`src/rtl/dag_host_pkg.sv`:
```
// Shared types and constants for the DAG host loader: widths, header layout,
// opcodes and the error response prefix.
package dag_host_pkg;

   localparam int WORD_L          = 32;
   localparam int INSTR_L         = 64;
   localparam int N_BANKS         = 32;
   localparam int DATA_MEM_ADDR_L = 9;
   localparam int INSTR_ADDR_L    = 10;
   localparam int DADDR_L         = $clog2(N_BANKS) + DATA_MEM_ADDR_L;

   localparam int INSTR_BEATS = (INSTR_L + WORD_L - 1) / WORD_L;
   localparam int ASM_L       = INSTR_BEATS * WORD_L;
   localparam int BEAT_W      = (INSTR_BEATS > 1) ? $clog2(INSTR_BEATS) : 1;

   localparam int OP_LSB   = 28;
   localparam int OP_L     = 4;
   localparam int CNT_LSB  = 16;
   localparam int CNT_L    = 12;
   localparam int ADDR_LSB = 0;
   localparam int ADDR_L   = 16;

   localparam logic [WORD_L-1:0] ERR_PREFIX = 32'hE000_0000;

   typedef enum logic [OP_L-1:0] {
      OP_WR_INSTR = 4'd1,
      OP_WR_DATA  = 4'd2,
      OP_RD_DATA  = 4'd3,
      OP_RUN      = 4'd4,
      OP_PING     = 4'd5
   } loader_op_t;

   typedef struct packed {
      logic [OP_L-1:0]   op;
      logic [CNT_L-1:0]  cnt;
      logic [ADDR_L-1:0] addr;
   } hdr_t;

   function automatic hdr_t unpack_hdr(input logic [WORD_L-1:0] w);
      hdr_t h;
      h.op   = w[OP_LSB   +: OP_L];
      h.cnt  = w[CNT_LSB  +: CNT_L];
      h.addr = w[ADDR_LSB +: ADDR_L];
      return h;
   endfunction

   function automatic logic op_known(input logic [OP_L-1:0] op);
      return (op >= OP_WR_INSTR) && (op <= OP_PING);
   endfunction

endpackage

```
`src/rtl/dag_rsp_slot.sv`:
```
// Single-entry valid/ready response register; can_load says a new word may be
// written this cycle (slot empty, or being drained by the host right now).
module dag_rsp_slot
   import dag_host_pkg::*;
(
   input  logic              clk,
   input  logic              rst,
   input  logic              load,
   input  logic [WORD_L-1:0] load_data,
   input  logic              rsp_ready,
   output logic [WORD_L-1:0] rsp_data,
   output logic              rsp_valid,
   output logic              can_load
);

   assign can_load = !rsp_valid || rsp_ready;

   // NOTE: sequential state uses non-blocking assignments only.
   always_ff @(posedge clk) begin
      if (rst) begin
         rsp_valid <= 1'b0;
         rsp_data  <= '0;
      end else if (load && can_load) begin
         rsp_valid <= 1'b1;
         rsp_data  <= load_data;
      end else if (rsp_ready) begin
         rsp_valid <= 1'b0;
      end
   end

endmodule

```
`src/rtl/dag_host_loader.sv`:
```
// Host-side sequencer: decodes command headers and drives the DAG processor's
// instruction/data init ports, bank select and run control.
module dag_host_loader
   import dag_host_pkg::*;
(
   input  logic                    clk,
   input  logic                    rst,
   input  logic [WORD_L-1:0]       cmd_data,
   input  logic                    cmd_valid,
   output logic                    cmd_ready,
   output logic [WORD_L-1:0]       rsp_data,
   output logic                    rsp_valid,
   input  logic                    rsp_ready,
   output logic                    enable_execution,
   output logic [INSTR_L-1:0]      init_instr,
   output logic [INSTR_ADDR_L-1:0] init_instr_addr,
   output logic                    init_instr_we,
   output logic                    io_ping_wr,
   input  logic [INSTR_ADDR_L-1:0] current_instr_rd_addr,
   output logic [WORD_L-1:0]       init_data_in,
   input  logic [WORD_L-1:0]       init_data_out,
   output logic [DADDR_L-1:0]      init_data_addr,
   output logic                    init_data_we,
   output logic                    init_data_re
);

   typedef enum logic [2:0] {S_IDLE, S_WI, S_WD, S_RD, S_RUN, S_ERR} state_t;

   state_t              state, state_nxt;
   hdr_t                hdr_in;
   logic [ADDR_L-1:0]   base_q;
   logic [CNT_L-1:0]    cnt_q;
   logic [CNT_L:0]      idx_q, dlv_q, pend_idx_q;
   logic                pend_q;
   logic [BEAT_W-1:0]   beat_q;
   logic [ASM_L-1:0]    asm_q, asm_nxt;
   logic [WORD_L-1:0]   run_cnt_q;
   logic [DADDR_L-1:0]  wr_addr_q;
   logic                cmd_fire, hdr_fire, beat_fire, rsp_fire, can_load;
   logic                instr_done, last_idx, rd_more, rd_capture, run_hit;
   logic                slot_load;
   logic [WORD_L-1:0]   slot_data;

   assign hdr_in     = unpack_hdr(cmd_data);
   assign cmd_ready  = !rst && !rsp_valid && (state == S_IDLE || state == S_WI || state == S_WD);
   assign cmd_fire   = cmd_valid && cmd_ready;
   assign hdr_fire   = cmd_fire && (state == S_IDLE);
   assign beat_fire  = cmd_fire && (state == S_WI || state == S_WD);
   assign rsp_fire   = rsp_valid && rsp_ready;
   assign instr_done = (beat_q == BEAT_W'(INSTR_BEATS - 1));
   assign last_idx   = (idx_q == {1'b0, cnt_q});
   assign rd_more    = (idx_q <= {1'b0, cnt_q});
   assign run_hit    = (state == S_RUN) && enable_execution &&
                       (current_instr_rd_addr == INSTR_ADDR_L'(base_q));

   // A read is issued only if its data can be captured next cycle; if the host
   // then stalls, the in-flight word is dropped and re-read (replay by index).
   assign init_data_re   = (state == S_RD) && rd_more && can_load;
   assign rd_capture     = pend_q && can_load;
   assign init_data_addr = init_data_re ? DADDR_L'(base_q + ADDR_L'(idx_q)) : wr_addr_q;

   dag_rsp_slot u_rsp_slot (
      .clk       (clk),
      .rst       (rst),
      .load      (slot_load),
      .load_data (slot_data),
      .rsp_ready (rsp_ready),
      .rsp_data  (rsp_data),
      .rsp_valid (rsp_valid),
      .can_load  (can_load)
   );

   always_ff @(posedge clk) begin
      if (rst) state <= S_IDLE;
      else     state <= state_nxt;
   end

   // NOTE: every always_comb output gets a default first so no latch is inferred.
   always_comb begin
      state_nxt = state;
      slot_load = 1'b0;
      slot_data = '0;
      if (rd_capture) begin
         slot_load = 1'b1;
         slot_data = init_data_out;
      end else if (run_hit) begin
         slot_load = 1'b1;
         slot_data = run_cnt_q + 32'd1;
      end else if (hdr_fire && !op_known(hdr_in.op)) begin
         slot_load = 1'b1;
         slot_data = ERR_PREFIX | WORD_L'(hdr_in.op);
      end
      case (state)
         S_IDLE:
            if (hdr_fire) begin
               case (hdr_in.op)
                  OP_WR_INSTR: state_nxt = S_WI;
                  OP_WR_DATA:  state_nxt = S_WD;
                  OP_RD_DATA:  state_nxt = S_RD;
                  OP_RUN:      state_nxt = S_RUN;
                  OP_PING:     state_nxt = S_IDLE;
                  default:     state_nxt = S_ERR;
               endcase
            end
         S_WI:  if (beat_fire && instr_done && last_idx) state_nxt = S_IDLE;
         S_WD:  if (beat_fire && last_idx) state_nxt = S_IDLE;
         S_RD:  if (rsp_fire && dlv_q == {1'b0, cnt_q}) state_nxt = S_IDLE;
         S_RUN: if (!enable_execution && rsp_fire) state_nxt = S_IDLE;
         S_ERR: if (rsp_fire) state_nxt = S_IDLE;
         default: state_nxt = S_IDLE;
      endcase
   end

   // Each instruction starts from zero so a short final beat is zero-extended.
   always_comb begin
      asm_nxt = (beat_q == '0) ? '0 : asm_q;
      asm_nxt[int'(beat_q) * WORD_L +: WORD_L] = cmd_data;
   end

   // NOTE: the assembly register needs no reset; it is cleared by the first beat.
   always_ff @(posedge clk) begin
      if (beat_fire && state == S_WI) asm_q <= asm_nxt;
   end

   always_ff @(posedge clk) begin
      if (rst) begin
         base_q           <= '0;
         cnt_q            <= '0;
         idx_q            <= '0;
         dlv_q            <= '0;
         pend_q           <= 1'b0;
         pend_idx_q       <= '0;
         beat_q           <= '0;
         run_cnt_q        <= '0;
         wr_addr_q        <= '0;
         enable_execution <= 1'b0;
         io_ping_wr       <= 1'b0;
         init_instr       <= '0;
         init_instr_addr  <= '0;
         init_instr_we    <= 1'b0;
         init_data_in     <= '0;
         init_data_we     <= 1'b0;
      end else begin
         init_instr_we <= 1'b0;
         init_data_we  <= 1'b0;

         if (hdr_fire) begin
            base_q    <= hdr_in.addr;
            cnt_q     <= hdr_in.cnt;
            idx_q     <= '0;
            dlv_q     <= '0;
            pend_q    <= 1'b0;
            beat_q    <= '0;
            run_cnt_q <= '0;
            if (hdr_in.op == OP_PING) io_ping_wr <= hdr_in.addr[0];
            if (hdr_in.op == OP_RUN)  enable_execution <= 1'b1;
         end

         if (beat_fire && state == S_WD) begin
            init_data_we <= 1'b1;
            init_data_in <= cmd_data;
            wr_addr_q    <= DADDR_L'(base_q + ADDR_L'(idx_q));
            idx_q        <= idx_q + 1'b1;
         end

         if (beat_fire && state == S_WI) begin
            beat_q <= instr_done ? '0 : beat_q + 1'b1;
            if (instr_done) begin
               init_instr_we   <= 1'b1;
               init_instr      <= asm_nxt[INSTR_L-1:0];
               init_instr_addr <= INSTR_ADDR_L'(base_q + ADDR_L'(idx_q));
               idx_q           <= idx_q + 1'b1;
            end
         end

         if (state == S_RD) begin
            pend_q     <= init_data_re;
            pend_idx_q <= idx_q;
            if (init_data_re)                idx_q <= idx_q + 1'b1;
            else if (pend_q && !can_load)    idx_q <= pend_idx_q;
            if (rsp_fire)                    dlv_q <= dlv_q + 1'b1;
         end

         if (state == S_RUN && enable_execution) begin
            run_cnt_q <= run_cnt_q + 32'd1;
            if (run_hit) enable_execution <= 1'b0;
         end
      end
   end

endmodule

```
`config.mk`:
```
export PLATFORM = sky130hd
export DESIGN_NAME = dag_host_loader
export DESIGN_NICKNAME = d
export VERILOG_FILES = /design/src/rtl/dag_host_pkg.sv /design/src/rtl/dag_rsp_slot.sv /design/src/rtl/dag_host_loader.sv
export SDC_FILE = /design/constraint.sdc
export NUM_CORES = 1
export LEC_CHECK = 0
export BUFFER_PORTS_ARGS = -buffer_cell sky130_fd_sc_hd__buf_2
export CAP_MARGIN = 10
export CORE_MARGIN = 4
export CORE_UTILIZATION = 30
export CTS_CLUSTER_DIAMETER = 100
export CTS_CLUSTER_SIZE = 28
export DETAILED_ROUTE_END_ITERATION = 10
export MAX_ROUTING_LAYER = met4
export PLACE_DENSITY = 0.47
export SLEW_MARGIN = 30
export SYNTH_ARGS = -nofsm -noshare
export SYNTH_HDL_FRONTEND = slang
export SYNTH_SLANG_ARGS = --single-unit
```
`constraint.sdc`:
```
create_clock -name clk -period 4.3 [get_ports clk]
set_clock_uncertainty 0.1 [all_clocks]
set_input_delay 0.215 -clock clk [delete_from_list [all_inputs] [get_ports clk]]
set_output_delay 0.215 -clock clk [all_outputs]
set_load 0.1 [all_outputs]
```
### Word level (Yosys, flattened, before mapping)

Index checks and enable logic that the tools add are counted.

* input bits: 78
* word-level logic and storage cells: 132
* register bits: 323
* output and inout port bits: 159

* equal/unequal tests: 19
* add/sub/neg operators: 6
* $lt $le $gt $ge: 3
* shift operators: 2
* reduce and logical (&&, ||, !) cells: 40
* muxes and demuxes: 41
* bitwise operators: 1

Operators with widths (count)
* 32-bit two-way mux: 5
* 13-bit two-way mux: 10
* 64-bit bitwise mux: 1
* 64-bit two-way mux: 1
* 32-bit by 33-bit variable shift with 64-bit output, first input constant: 1
* 32-bit by 33-bit variable part select with 64-bit output: 1
* 6-bit negator with 33-bit output: 1
* 32-bit by 1-bit adder with 32-bit output, second input constant: 1
* 13-bit by 1-bit adder with 13-bit output, second input constant: 2
* 13-bit by 12-bit equality test with 1-bit output: 2
* 1-bit logical AND: 22
* 3-bit two-way mux: 6
* 3-bit one-hot mux with 6 select lines: 1
* 1-bit two-way mux: 15
* 3-bit one-hot mux with 5 select lines: 1
* 14-bit by 13-bit adder with 14-bit output: 1
* 14-bit two-way mux: 1
* 13-bit by 12-bit less-or-equal comparator with 1-bit output: 1
* 10-bit equality test: 1
* 4-bit by 2-bit equality test with 1-bit output, second input constant: 2
* 4-bit by 3-bit equality test with 1-bit output, second input constant: 2
* 2-bit inequality test, second input constant: 4
* 2-bit nonzero test: 4
* 3-bit by 2-bit equality test with 1-bit output, second input constant: 2
* 14 further kinds: 24

### Logic depth before layout (Yosys ltp)

Gate-level depths: netlist (run 1).

* depth in word-level cells: 13
* depth in mapped cells: 11
* gate-level depth less buffers: 10

### Modules after synthesis

From an unflattened synthesis (run 1), not the netlist that was laid out.

* cells, all modules: 1788
* area, all modules: 14523.9 um^2

By module, submodules not included
* dag_host_loader: sequential area each 5485.3 um^2, instances 1, area each 13080.0 um^2, cells an instance 1638
* dag_rsp_slot: sequential area each 660.6 um^2, instances 1, area each 1443.9 um^2, cells an instance 150

### Worst setup path after synthesis (run 1)

OpenSTA, ideal clock, no wires.

* kind: reg-to-output
* from: reg u_rsp_slot.rsp_valid
* to: out cmd_ready
* path buffers: 0
* arrival time: 5.512 ns
* path slack: -1.527 ns
* cell stages (with the launch flop): 2
* required time: 3.985 ns
* cell sequence: dfxtp_1 -> a2111oi_0

* word-level cells in the longest chain between the ends: 3

Ends and longest elaborated chain
* start: declaration: line dag_rsp_slot.sv:12 `output logic rsp_valid,`
* start signal: assignment: line dag_rsp_slot.sv:21 `rsp_valid <= 1'b0;`
* start signal: assignment: line dag_rsp_slot.sv:24 `rsp_valid <= 1'b1;`
* start signal: assignment: line dag_rsp_slot.sv:27 `rsp_valid <= 1'b0;`
* 1-bit zero test: line dag_host_loader.sv:45 `assign cmd_ready = !rst && !rsp_valid && (state == S_IDLE || state == S_WI || state == S_WD);`
* 1-bit logical AND (2 in series): line dag_host_loader.sv:45
* end: declaration: line dag_host_loader.sv:10 `output logic cmd_ready,`

Every way passes these cells.

### Final worst setup path (run 1)

* from: reg idx_q[2]
* to: out init_data_addr[8]

* word-level cells in the longest chain between the ends: 4
* elaborated cells on any way between the ends: 5
* classes of those cells: add/sub: 1; order compare: 1; mux: 1; reduce/logical: 2

Ends and longest elaborated chain
* start: declaration: line dag_host_loader.sv:33 `logic [CNT_L:0] idx_q, dlv_q, pend_idx_q;`
* start signal: assignment: line dag_host_loader.sv:163 `idx_q <= idx_q + 1'b1;`
* start signal: assignment: line dag_host_loader.sv:172 `idx_q <= idx_q + 1'b1;`
* start signal: assignment: line dag_host_loader.sv:179 `if (init_data_re) idx_q <= idx_q + 1'b1;`
* 13-bit by 12-bit less-or-equal comparator with 1-bit output: line dag_host_loader.sv:52 `assign rd_more = (idx_q <= {1'b0, cnt_q});`
* 1-bit logical AND (2 in series): line dag_host_loader.sv:58 `assign init_data_re = (state == S_RD) && rd_more && can_load;`
* 14-bit two-way mux (*): line dag_host_loader.sv:60 `assign init_data_addr = init_data_re ? DADDR_L'(base_q + ADDR_L'(idx_q)) : wr_addr_q;`
* end: declaration: line dag_host_loader.sv:22 `output logic [DADDR_L-1:0] init_data_addr,`

Every way passes the cells marked *; elsewhere a longest branch is shown, timed or not.

==> results of run 1 <==
## worst register-to-register path, delay by kind of cell (launching register included)
kind / cells / cell delay (ns)
flops: 1 / 0.51
simple gates: 7 / 2.12
buf+inv: 2 / 0.52
## power groups by stage
stage | clock, W | sequential (W) | combinational [W]
after floorplan | 0 | 0.00307 | 0.000284
after global placement | 0 | 0.00289 | 0.000652
after detailed placement | 0 | 0.00289 | 0.000654
after CTS | 0.00175 | 0.00283 | 0.000697
after global routing | 0.00185 | 0.00284 | 0.000743
final | 0.00168 | 0.00283 | 0.000691
## routing by layer
layer | track usage (%) | vias to the layer above | share of wire, %
met2 | 28.5 | 274 | 46
met3 | 3.80 | 41 | 6.1
met4 | 3.96 | 0 | 1.8
li1 | - | 6220 | -
met1 | 24.2 | 5976 | 46
met5 | - | - | 0
## per-stage QoR
step | worst slack [ns] | instances | setup TNS, ns
floorplan | -0.0575 | 1680 | -0.287
global placement | 1.00 | 2428 | 0
detailed placement | 0.932 | 2428 | 0
CTS | 0.376 | 2514 | 0
global route | 0.188 | 2514 | 0
finish | 0.393 | 2514 | 0
## layout by cell type, fill, tap and decap left out, types with 11 or more instances in the layout
cell           synthesis  layout
a211oi_1              26      26
a21oi_1              150     150
a22oi_1               15      15
and3_1                11      11
buf_2                 12     235
buf_4                  0      25
clkbuf_16              0      15
dfxtp_1              259     258
dlygate4sd3_1          0      60
edfxtp_1              32      32
ha_1                  28      28
inv_1                 22      22
mux2_2                36      36
nand2_1              398     397
nand3_1               43      43
nand3b_1              80      80
nand4_1               15      15
nor2_1               132     132
nor3_1                42      42
o21ai_0               48      47
xnor2_1               52      52
xor2_1                25      25
## area by class of cell
cell class / count / area share [%]
multi-input cells: 1248 / 43.1
flip-flops and latches: 291 / 37.0
repair buffers: 324 / 12.1
well taps: 600 / 4.52
clock buffers: 18 / 2.33
inverters: 25 / 0.580
clock inverters: 8 / 0.384
## cells by family after synthesis
family	count (synthesis)	synth area share (%)
DFF	291	44.4
buffers and inverters	141	4.04
adders and majority gates	29	2.68
xor gates and xnor gates	77	4.87
and+or+nand+nor	788	26.8
AOI/OAI and AO/OA	314	14.0
muxes	40	3.22
## state kept, by name (all words and copies together), names as in the netlist, 3 cells and up
signal and flops:
u_rsp_slot.rsp_data 32, run_cnt_q 32, cnt_q 12, base_q 14
init_instr 64, pend_idx_q 13, asm_q 32, dlv_q 13
init_instr_addr 10, state 3, init_data_in 32, wr_addr_q 14
idx_q 13
## repair_timing
item,CTS,global route
hold buffers,60,0
endpoints found under the hold margin,150,0
buffers inserted,0,0
## how the worst max path moves through the flow
stage | endpoint | slack, ns | start
2_1_floorplan | init_data_addr[10] | -0.06 | cnt_q[10]
3_3_place_gp | u_rsp_slot.rsp_data[4] | 1.00 | state[1]
3_5_place_dp | init_data_addr[8] | 0.93 | idx_q[2]
4_1_cts | init_data_addr[8] | 0.38 | idx_q[2]
5_1_grt | init_data_addr[9] | 0.19 | idx_q[2]
6_report | init_data_addr[8] | 0.39 | idx_q[2]
==> impl_metrics.ini, run 1 <==
[global_route]
antenna_found_initial = 0
grt_pass1_vias = 12300
grt_first_pass_wirelength_um = 70900
grt_max_degree = 107
grtUsageTotal_pct = 18.1
grt-ovfl-total = 0

[placement]
placed_cell_area_um2 = 15600
io_buffer_count = 236
dpl.hpwl_um = 31300
place.gp.congestion = 0.888

[critical_path]
r2r_end = u_rsp_slot.rsp_data[10]
r2r_slack_ns = 0.96
slowest_delay_ns = 0.61
crit_slowest_cell = dfxtp_1
critPathTopFamily = compound AO/OA/AOI/OAI gates
path_max_fanout = 18
crit_path_frequent_cell = nor2_1
reg2regPathDepth = 9
path_depth = 10
required_ns = 3.98
path_cells = ha_1 > nor2_1 > a211o_1 > a211o_1 > a31oi_1 > or3_1 > buf_4 > nor2_1 > nor2_1 > buf_2
arrival_ns = 3.59
critical_path_class = reg2out
crit_buf_inv = 2
reg2reg_from = state[1]
cp-start-kind = flip-flop
cp-end-kind = output pin

[pwr]
seq_power_share_pct = 54.4
p_switching_w = 0.00153
p_leak_nw = 6.70
internal-power_w = 0.00368
combinationalPowerShare_pct = 13.3
ir_worst_vdd_mv = 0.205
switching_share_pct = 29.4
clockPowerShare_pct = 32.3
power_w = 0.00521
cellPowerDensity_nw_per_um2 = 313

[synthesis]
yosysMostFrequentCell = nand2_1
synth.area.top_cells = dfxtp_1, nand2_1, edfxtp_1, a21oi_1, nand3b_1
netlist_area_um2 = 13800
ys_warn_count = 0
synth.distinct_cells = 74
ys_ff_latch = 291
synth-main-ff-cell = dfxtp_1
async_flop_share_pct = 0
syn_inst = 1680
yosysSeqAreaShare_pct = 44.4
syn_nets = 1787
synth_top_area_share_pct = 37.5
synth-edff-count = 32
avgSynthCellArea_um2 = 8.24
synth.cells.most_frequent = nand2_1, dfxtp_1, a21oi_1
yosys.area.top_type = dfxtp_1

[finish]
drive_above_1_share_pct = 18.7
multi_input_area_um2 = 7160
fin_nets = 2012
num_antenna_cells = 0
fin_util_pct = 36.5
fillerInstances = 4832
regArea_um2 = 6150
design_area_um2 = 16600
syn2layout_area_growth_pct = 20.1

[min_path]
min-delay-start = init_data_out[30]
hold_class = in2reg
min_to = u_rsp_slot.rsp_data[30]
holdPathStages = 4

[die]
core_um2 = 45500
num_rows = 78
die_h_um = 223
start_util_pct = 30.4
ios = 237
chipWidth_um = 223
die_area_um2 = 49600

[clock_network]
cts.sinks = 291
cts_resized = 0
clkTransAtPathRegs_ns = 0.11
htreeDepth = 1
numCtsBuffers = 15
worstSkewPairLatency_ns = 0.54
cts_tree = yes
cts_buffer_depth = 3
clockRootBuffer = clkbuf_16

[job]
max_cap_viol_count = 0

[outcome]
status = finished, final reports clean

[timing]
setup_viol = 0
period_minus_slack_ns = 3.91
relSlewSlack_pct = 40.1
min_period_over_period_pct = 90.9
grt_setup_unrepaired = false
drv_slew = 0
worst_pin_slew_ns = 0.895
max_freq_mhz = 256
hold_violations = 0
hold_ws_ns = 0.0273

[routing]
drt-pass1-iter-count = 5
vias = 12500
drt-vias-per-instance = 4.98
drc = 0
antenna_left = 0
wire_per_inst_um = 18.1
wl_um = 45500
drt_iter0_drc = 755
(Power assumes the default switching activity.)
==> run 2: changes to the inputs <==
--- a/config.mk
+++ b/config.mk
@@ -5,9 +5,9 @@
 export SDC_FILE = /design/constraint.sdc
 export NUM_CORES = 1
 export LEC_CHECK = 0
+export ABC_AREA = 1
 export BUFFER_PORTS_ARGS = -buffer_cell sky130_fd_sc_hd__buf_2
 export CAP_MARGIN = 10
-export CORE_MARGIN = 4
 export CORE_UTILIZATION = 30
 export CTS_CLUSTER_DIAMETER = 100
 export CTS_CLUSTER_SIZE = 28
==> run 2 against run 1 <==
Net effect:
- clock power increased by 9.5%
- combinational power increased to 3.7 times the previous value
- critical path depth increased by 2
- critical endpoint is now init_data_addr[0]
- via count increased by 5.5%
- power increased by 45%
- die area decreased by 6.0%
- cell count increased by 9.0%
- count of clock-buffer cells in the layout increased by 4
==> impl_metrics.ini, run 2 <==
[synthesis]
avgSynthCellArea_um2 = 7.28
synth_xor_area_share_pct = 3.89
synth_compound_area_share_pct = 15.5
synth.distinct_cells = 49
yosys.area.top_type = dfxtp_1
synth_top_family_by_area = simple AND/OR/NAND/NOR gates
ys_ff_latch = 291
synth.cells.most_frequent = nand2_1, dfxtp_1, o21ai_0
syn_inst = 1887
synth.area.top_cells = dfxtp_1, nand2_1, o21ai_0, edfxtp_1, a21oi_1
yosysSeqAreaShare_pct = 44.8
ys_warn_count = 0
netlist_area_um2 = 13700
synth_mux_area_share_pct = 0
yosysMostFrequentCell = nand2_1
yosys.area_share.simple_pct = 25.8
synth-edff-count = 32
async_flop_share_pct = 0
synth_top_area_share_pct = 37.8
syn_nets = 1994
synth-main-ff-cell = dfxtp_1
synthAdderAreaFrac_pct = 2.70

[routing]
drt-pass1-iter-count = 4
antenna_left = 0
wl_um = 48000
drt_iter0_drc = 798
wire_per_inst_um = 17.5
drt-vias-per-instance = 4.82
drc = 0
vias = 13200

[pwr]
ir_worst_vdd_mv = 0.296
seq_power_share_pct = 41.9
p_switching_w = 0.00317
p_leak_nw = 7.14
internal-power_w = 0.00437
clockPowerShare_pct = 24.4
combinationalPowerShare_pct = 33.7
cellPowerDensity_nw_per_um2 = 451
switching_share_pct = 42.0

[finish]
final_cells = 2740
drive_above_1_share_pct = 14.9
num_antenna_cells = 0
fillerInstances = 4867
final_common_cell = nand2_1
syn2layout_area_growth_pct = 21.8
largest_reg_flops = 64
mostFrequentLayoutCells = nand2_1, dfxtp_1, buf_2, o21ai_0, a21oi_1
top_register = init_instr
design_area_um2 = 16700
fin_nets = 2237

[die]
chipWidth_um = 216
core_um2 = 45300
start_util_pct = 30.3
num_rows = 78
die_h_um = 216
ios = 237
die_area_um2 = 46600

[global_route]
grt-ovfl-total = 0
grt_first_pass_wirelength_um = 74000
antenna_found_initial = 0
grt_max_degree = 100
grtUsageTotal_pct = 20.8
grt_pass1_vias = 12700

[critical_path]
path_max_fanout = 17
cp-end-kind = output pin
arrival_ns = 3.67
required_ns = 3.98
cp-start-kind = flip-flop
critical_path_class = reg2out

[clock_network]
worstSkewPairLatency_ns = 0.52
clockRootBuffer = clkbuf_16
numCtsBuffers = 16
cts.sinks = 291
clkTransAtPathRegs_ns = 0.11
cts_tree = yes
cts_buffer_depth = 3
htreeDepth = 1

[placement]
placed_cell_area_um2 = 15500
dp_slack_ns = 0.687
post-place-cells = 2649
place.gp.congestion = 0.897
dpl.hpwl_um = 34600
io_buffer_count = 236

[timing]
period_minus_slack_ns = 3.99
tns_ns = 0
fin_ws_ns = 0.313
grt_setup_unrepaired = false
setup_viol = 0
max_freq_mhz = 251
worst_pin_slew_ns = 0.799
drv_slew = 0
hold_violations = 0
relSlewSlack_pct = 46.5
min_period_over_period_pct = 92.7

[min_path]
hold_class = in2reg

[job]
max_cap_viol_count = 0

[outcome]
status = finished, final reports clean
[run 2: cell types whose count changed after synthesis, sizes merged, moves of 11 or more]
cell / previous run / this run
nor4: 13 / 2
inv: 25 / 158
nand2: 398 / 442
mux2: 36 / 0
o21ai: 51 / 222
a22oi: 15 / 0
xnor2: 52 / 21
xor2: 25 / 40
nand3b: 80 / 4
nand3: 43 / 150
nor2: 134 / 167
a211oi: 33 / 2
a21oi: 150 / 161
clkbuf: 96 / 72
[run 2: what timing repair did]
item | in CTS | in global routing
setup buffers | 0 | 0
hold buffers | 63 | 0
endpoints found under the setup margin | 0 | 14
endpoints found under the hold margin | 112 | 0
gates resized for setup | 0 | 2
[run 2: path summary, 6_finish.rpt]
check / end / slack [ns] / start / cells after the start
max: init_data_addr[0] / 0.31 / cnt_q[11] / 12
min: init_data_in[28] / 0.02 / cmd_data[28] / 3
max reg2reg: idx_q[2] / 1.01 / cnt_q[11] / 14
min reg2reg: init_instr[6] / 0.36 / asm_q[6] / 2
[run 2: cell type report]
| class | instances | area (um^2) | share of cell area, % |
|---|---|---|---|
| Clock inverter | 6 | 93.8 | 0.561 |
| Timing Repair Buffer | 322 | 2080 | 12.5 |
| Multi-Input combinational cell | 1339 | 6600 | 39.4 |
| Sequential cell | 291 | 6150 | 36.8 |
| Inverter | 160 | 607 | 3.63 |
| Clock buffer | 22 | 444 | 2.66 |
| Tap cell | 600 | 751 | 4.49 |
[run 2: stage by stage]
step | utilization (%) | total power, W | hold WS (ns)
after global placement | 34.3 | 0.00569 | 0.353
final | 36.9 | 0.00754 | 0.0164
after global routing | 36.9 | 0.00792 | 0.0277
after CTS | 36.9 | 0.00760 | 0.0112
after detailed placement | 34.3 | 0.00571 | 0.356
after floorplan | - | 0.00509 | 0.273
[run 2: logic make-up (layout without fill, tap and decap cells)]
logic type                 Yosys count  count (layout)
adders and majority gates           29              29
xor gates and xnor gates            61              61
buffers and inverters              257             510
DFF                                291             291
AOI/OAI and AO/OA                  412             412
and+or+nand+nor                    837             837
[run 2: power by group through the flow]
stage / Sequential, W / Clock, W / Combinational (W)
finish: 0.00315 / 0.00184 / 0.00254
global route: 0.00318 / 0.00200 / 0.00273
CTS: 0.00315 / 0.00190 / 0.00255
detailed placement: 0.00321 / 0 / 0.00249
global placement: 0.00321 / 0 / 0.00248
floorplan: 0.00398 / 0 / 0.00111
[run 2: critical path: stages, from the launching register on]
cell	delay, ns
dfxtp_1	0.35
inv_1	0.09
ha_1	0.28
inv_1	0.05
nor2_1	0.12
nand3_1	0.09
nor2_1	0.17
nand4_1	0.16
nand2_1	0.46
nand2_2	0.42
buf_4	0.31
o21ai_0	0.18
buf_2	0.46
[run 2: layer usage]
metal / vias up / routed length, um / GRT usage, %
met1: 6172 / 22200 / 26.7
li1: 6676 / - / -
met2: 301 / 22900 / 34.7
met4: 0 / 1020 / 5.26
met5: - / 0 / -
met3: 52 / 1940 / 2.33
